[src/rtl/cic3_row_readout_serializer.sv]
// cic3_row_readout_serializer
// Snapshots one decimated sample set from the 1x12 CIC3 filter row into shadow
// registers and streams it out one channel per valid/ready transfer, tagged with
// the channel index and start/end-of-frame flags. Strobes that arrive while a
// frame is still draining are dropped, counted and flagged as overrun.
module cic3_row_readout_serializer #(
  parameter int NUM_CH = 12,
  parameter int DATA_W = 25,
  parameter int CH_W   = 4,
  parameter int DROP_W = 8
) (
  input  logic                     clk,
  input  logic                     reset,
  input  logic [NUM_CH*DATA_W-1:0] in_data,
  input  logic                     in_strobe,
  input  logic                     clr_ovr,
  output logic [DATA_W-1:0]        out_data,
  output logic [CH_W-1:0]          out_ch,
  output logic                     out_sof,
  output logic                     out_eof,
  output logic                     out_valid,
  input  logic                     out_ready,
  output logic                     busy,
  output logic                     overrun,
  output logic [DROP_W-1:0]        drop_cnt
);

  // Two-state frame sequencer: waiting for a strobe, or draining a snapshot.
  localparam logic [0:0] IDLE  = 1'b0;
  localparam logic [0:0] DRAIN = 1'b1;

  localparam logic [CH_W-1:0] LAST_CH = CH_W'(NUM_CH - 1);

  logic [0:0]        state;
  logic [CH_W-1:0]   ch_ptr;
  logic [CH_W-1:0]   next_ptr;
  logic [DATA_W-1:0] shadow [NUM_CH];

  logic transfer;
  logic last_word;
  logic frame_done;
  logic advance;
  logic capture;
  logic drop;

  // The channel pointer is the register that tags each outgoing word.
  assign out_ch = ch_ptr;

  // Handshake and strobe qualification. A strobe is only accepted when the row
  // is idle or when the final word of the current frame leaves in the same
  // cycle, which lets frames run back-to-back without a bubble.
  always_comb begin
    transfer   = out_valid & out_ready;
    last_word  = (ch_ptr == LAST_CH);
    frame_done = transfer & last_word;
    advance    = transfer & ~last_word;
    capture    = in_strobe & ((state == IDLE) | frame_done);
    drop       = in_strobe & (state == DRAIN) & ~frame_done;
    next_ptr   = ch_ptr + CH_W'(1);
  end

  // Frame sequencer: enter DRAIN on an accepted strobe, fall back to IDLE
  // only once the last word has been taken and no new frame follows.
  always_ff @(posedge clk) begin
    if (reset) begin
      state <= IDLE;
    end else if (capture) begin
      state <= DRAIN;
    end else if (frame_done) begin
      state <= IDLE;
    end
  end

  // Channel pointer: restarts at 0 on each captured frame, steps on transfer.
  always_ff @(posedge clk) begin
    if (reset) begin
      ch_ptr <= '0;
    end else if (capture) begin
      ch_ptr <= '0;
    end else if (advance) begin
      ch_ptr <= next_ptr;
    end
  end

  // Shadow snapshot of the whole row; untouched by dropped strobes.
  always_ff @(posedge clk) begin
    if (reset) begin
      for (int j = 0; j < NUM_CH; j++) begin
        shadow[j] <= '0;
      end
    end else if (capture) begin
      for (int j = 0; j < NUM_CH; j++) begin
        shadow[j] <= in_data[j*DATA_W +: DATA_W];
      end
    end
  end

  // Output word register. Channel 0 comes straight from in_data on capture so
  // it is presented one edge after the strobe; later channels come from shadow.
  // Nothing changes while stalled, which keeps the word stable for the consumer.
  always_ff @(posedge clk) begin
    if (reset) begin
      out_data <= '0;
    end else if (capture) begin
      out_data <= in_data[DATA_W-1:0];
    end else if (advance) begin
      out_data <= shadow[next_ptr];
    end
  end

  // Valid/busy and framing flags. Flags are only ever high alongside valid.
  always_ff @(posedge clk) begin
    if (reset) begin
      out_valid <= 1'b0;
      busy      <= 1'b0;
      out_sof   <= 1'b0;
      out_eof   <= 1'b0;
    end else if (capture) begin
      out_valid <= 1'b1;
      busy      <= 1'b1;
      out_sof   <= 1'b1;
      out_eof   <= (LAST_CH == '0);
    end else if (advance) begin
      out_sof   <= 1'b0;
      out_eof   <= (next_ptr == LAST_CH);
    end else if (frame_done) begin
      out_valid <= 1'b0;
      busy      <= 1'b0;
      out_sof   <= 1'b0;
      out_eof   <= 1'b0;
    end
  end

  // Overrun bookkeeping. A drop in the same cycle as a clear wins, leaving the
  // flag set and the counter at exactly one. The counter saturates.
  always_ff @(posedge clk) begin
    if (reset) begin
      overrun  <= 1'b0;
      drop_cnt <= '0;
    end else if (drop) begin
      overrun <= 1'b1;
      if (clr_ovr) begin
        drop_cnt <= DROP_W'(1);
      end else if (drop_cnt != '1) begin
        drop_cnt <= drop_cnt + DROP_W'(1);
      end
    end else if (clr_ovr) begin
      overrun  <= 1'b0;
      drop_cnt <= '0;
    end
  end

endmodule

[config.mk]
export PLATFORM = sky130hd
export DESIGN_NAME = cic3_row_readout_serializer
export DESIGN_NICKNAME = d
export VERILOG_FILES = /design/src/rtl/cic3_row_readout_serializer.sv
export SDC_FILE = /design/constraint.sdc
export NUM_CORES = 1
export LEC_CHECK = 0
export ABC_AREA = 1
export CAP_MARGIN = 25
export CORE_MARGIN = 4
export CORE_UTILIZATION = 45
export CTS_CLUSTER_DIAMETER = 60
export DETAILED_ROUTE_END_ITERATION = 6
export GPL_ROUTABILITY_DRIVEN = 1
export PLACE_DENSITY_LB_ADDON = 0.1
export SYNTH_ARGS = -nofsm -noshare
export SYNTH_HDL_FRONTEND = slang
export SYNTH_SLANG_ARGS = --single-unit
[constraint.sdc]
create_clock -name clk -period 20.3 [get_ports clk]
set_input_delay 3.045 -clock clk [delete_from_list [all_inputs] [get_ports clk]]
set_output_delay 3.045 -clock clk [all_outputs]
set_load 0.05 [all_outputs]
## Word-level counts from Yosys, hierarchy flattened

Memory sizes are Yosys's and may differ from the RTL's.
Index checks and enable logic that the tools add are counted.

- Word-level logic and storage cells: 78
- Input bits: 305
- Memories kept: 1
- Output and inout port bits: 42
- Memory bits (writable): 300
- Bits in registers: 42

- $add $sub $neg: 2
- Bitwise logic cells: 22
- Eq/ne operators: 4
- Reductions and logical operators: 9
- Mux-type cells: 32

Memories:

| name | depth | width | rd ports | clocked after memory_dff | wr ports | RTL line | source |
|---|---|---|---|---|---|---|---|
| shadow | 12 | 25 | 1 | 0 | 12 | 37 | `logic [DATA_W-1:0] shadow [NUM_CH];` |

Operator list:

| operator | number |
|---|---|
| 2-to-1 mux 25 bit | 14 |
| 2-to-1 mux 8 bit | 4 |
| 2-to-1 mux 1 bit | 14 |
| bitwise OR 1 bit | 13 |
| nonzero test 2 bit | 5 |
| adder 8 x 1 -> 8 bit, second input constant | 1 |
| == test 4 bit, second input constant | 2 |
| != test 8 bit, second input constant | 1 |
| bitwise AND 1 bit | 6 |
| adder 4 x 1 -> 4 bit, second input constant | 1 |
| AND reduction 2 bit | 2 |
| NOT 1 bit | 3 |
| nonzero test 3 bit | 1 |
| != test 2 x 1 -> 1 bit, second input constant | 1 |
| OR reduction 2 bit | 1 |

## Logic depth before layout (Yosys ltp)

- Word-level depth: 8
- Gate-level depth with buffers: 14
- Depth with buffers taken out: 10

## Least setup slack after synthesis

No wires, ideal clock.

- Kind: input to register
- From: input port out_ready
- To: memory shadow[0][0] (enable)
- Stages: 7
- Arrival: 10.265 ns
- Setup time: 0.679 ns
- Path slack: 9.356 ns
- Required time: 19.621 ns
- Path buffers: 1
- Cells stage by stage: nand2_1 inv_1 nand2_1 nand2_2 nand2_2 buf_2 nand2_1

RTL lines:

| item | RTL line | source |
|---|---|---|
| from (decl) | 22 | `input logic out_ready,` |
| to (decl) | 37 |  |

==> results.yml <==
critical_path:
  reg2reg_to: "shadow[2][16]$_SDFFCE_PN0P_"
  cp_max_fo: 77
  startpoint_type: "input port"
  required_ps: 20440
  ff2ff_setup_slack_ps: 15250
  rr_startpoint: "out_ch[0]$_SDFFE_PP0P_"
  worstSetupPathType: "in2reg"
  r2r_cells: 9
  cp_data_arrival_time_ps: 6620
  end_kind: "flop"
placement:
  portBuffers: 346
  gp_congestion: 0.835
  hpwl_um: 34000
  placed_area_um2: 20700
clock_network:
  cts_buffers: 39
  clock_sinks: 342
  cts_resized: 0
  cts_tree: "done"
  cts_setup_buffers: 0
  path_clk_slew_ps: 60
  hold_buffers: 0
  clockBufferDepth: 3
  htree_levels: 2
  cts_root_buf: "clkbuf_16"
  clock_latency_ps: 520
timing:
  tightestPinTransition_ps: 1000
  fmax_ghz: 0.154
  drv_slew: 0
  setup_tns_ps: 0
  period_share_pct: 31.9
  period_minus_slack_ps: 6480
  max-slew-margin-rel_pct: 33.2
  setup_viol: 0
  hold_violations: 0
  skew_ps: 13.5
  rsz0062_at_grt: "false"
power_and_ir_drop:
  p_per_area_nw_per_um2: 78.5
  p_total_uw: 1730
  combPwrFrac_pct: 13.6
  swShare_pct: 24.8
  ir_worst_vdd_v: 0.0000554
  clkPwrFrac_pct: 38.0
  power.switching_uw: 430
  power.internal_uw: 1300
  pwr-share-seq_pct: 48.3
  p_leak_uw: 0.0104
final_layout:
  mostFrequentLayoutCells: "inv_1 (513), nand2_1 (467), clkdlybuf4s50_1 (345), nor2_1 (309), edfxtp_1 (300)"
  drive_gt1_share_pct: 3.68
  mostFrequentLayoutCell: "inv_1"
  nNetsFinal: 2695
  syn_to_final_growth_pct: 29.6
  final_area_um2: 22100
floorplan:
  start_util_pct: 46.1
  fp.dieW_um: 203
  num_io_pins: 347
  dieArea_um2: 41000
  core_um2: 37000
  chipHeight_um: 203
  row_count: 70
hold_path:
  hold_path.startpoint: "overrun$_SDFFE_PP0P_"
  hold_path.class: "reg2reg"
  hold_depth: 2
  min_to: "overrun$_SDFFE_PP0P_"
routing:
  ant_nets: 0
  wl_um: 49200
  firstDrtPassIters: 5
  viasPerCell: 4.78
  avgRoutedWirePerCell_um: 16.8
  vias: 14000
  post-route-drc-count: 0
  drtIter0Drc: 1186
yosys:
  synth_seq_area_share_pct: 57.8
  ys_warn_count: 0
  syn-num-nets: 2396
  synth.distinct_cells: 23
  postSynthAreaPerCell_um2: 8.16
  synthCells: 2088
  netlist_area_um2: 17000
  synth.ff_latch_count: 342
grt:
  overflow: 0
  grt_antenna_before_repair: 2
  grt_usage_pct: 23.2
  grt_pass1_vias: 13500
  grt_pass1_wl_um: 74700
  grt_max_degree: 106
status:
  status: "finished clean"
job:
  maxCapViolCount: 0
-- power by group through the flow --
stage                     sequential, uW  clock, uW  combinational [uW]
after global routing                 842        702                 262
after global placement               851          0                 232
after detailed placement             852          0                 233
after CTS                            838        669                 235
final                                837        659                 237
after floorplan                      873          0                 112
-- metrics by stage --
stage / util, % / cells / hold slack [ps] / setup slack, ps
finish: 59.7 / 2923 / 471 / 13820
floorplan: - / 2088 / 575 / 9360
global route: 59.7 / 2922 / 483 / 13590
CTS: 59.3 / 2915 / 475 / 13730
global placement: 56.1 / 2844 / 458 / 13260
detailed placement: 56.1 / 2844 / 466 / 13190
-- per-layer routing --
metal	track usage [%]	up-vias	part of all wire (%)
met5	0	-	0.014
met4	5.21	2	2.1
met3	4.73	63	7.8
met2	37.6	494	46
met1	32.4	6464	44
li1	-	6940	-
-- cells by family (layout without fill, tap and decap cells) --
| group | count (synthesis) | count (layout) | synth area share, % |
|---|---|---|---|
| simple gates | 1050 | 1050 | 25.2 |
| buf+inv | 624 | 953 | 14.6 |
| flops | 342 | 342 | 57.8 |
| compound gates | 66 | 66 | 1.95 |
| fa+ha+maj | 3 | 3 | 0.220 |
| xor+xnor | 3 | 3 | 0.154 |
| other cells | 0 | 2 | 0 |
-- synthesized netlist by cell type (all sizes together) --
library cell | number | area (um2)
ha | 3 | 37.5
nand4 | 7 | 43.8
edfxtp | 300 | 9010
dfxtp | 42 | 841
clkbuf | 41 | 155
inv | 516 | 1940
or2 | 1 | 6.26
nor3 | 2 | 10.0
nand3 | 260 | 1300
a21oi | 65 | 325
nor2 | 309 | 1160
nand2 | 470 | 1770
xnor2 | 1 | 8.76
o211ai | 1 | 7.51
nand3b | 1 | 7.51
buf | 67 | 395
xor2 | 2 | 17.5
-- worst max-delay path, cell delays in order --
cell and delay (ps):
clkdlybuf4s50_1 500, nand2_1 90, inv_1 120, nand2_1 110, nand2_2 470, nand2_2 530, nand2_4 790, buf_4 880
-- layout make-up --
| cell class | instances | area (um2) |
|---|---|---|
| fill | 3357 | 14900 |
| sequential | 342 | 9850 |
| multi-input combinational | 1122 | 4740 |
| timing repair buffer | 366 | 3710 |
| inverter | 516 | 1940 |
| clock buffer | 49 | 1060 |
| tap | 504 | 631 |
| clock inverter | 22 | 136 |
| antenna | 2 | 5.00 |
-- how the worst max path moves through the flow --
stage	from	end	slack, ps
after detailed placement	out_ready	shadow[1][12]$_SDFFCE_PN0P_	13190
after CTS	out_ready	shadow[5][19]$_SDFFCE_PN0P_	13730
after global routing	out_ready	shadow[2][16]$_SDFFCE_PN0P_	13590
after floorplan	out_ready	shadow[0][0]$_SDFFCE_PN0P_	9360
after global placement	out_ready	shadow[4][11]$_SDFFCE_PN0P_	13260
final	out_ready	shadow[2][16]$_SDFFCE_PN0P_	13820
-- registers in the layout (all words and copies together) (netlist names) --
signal and cells:
busy 1, drop_cnt 8, out_ch 4, out_data 25, out_eof 1, out_sof 1
overrun 1, shadow 300, state 1
No activity file was read; power rests on OpenSTA's default activity.
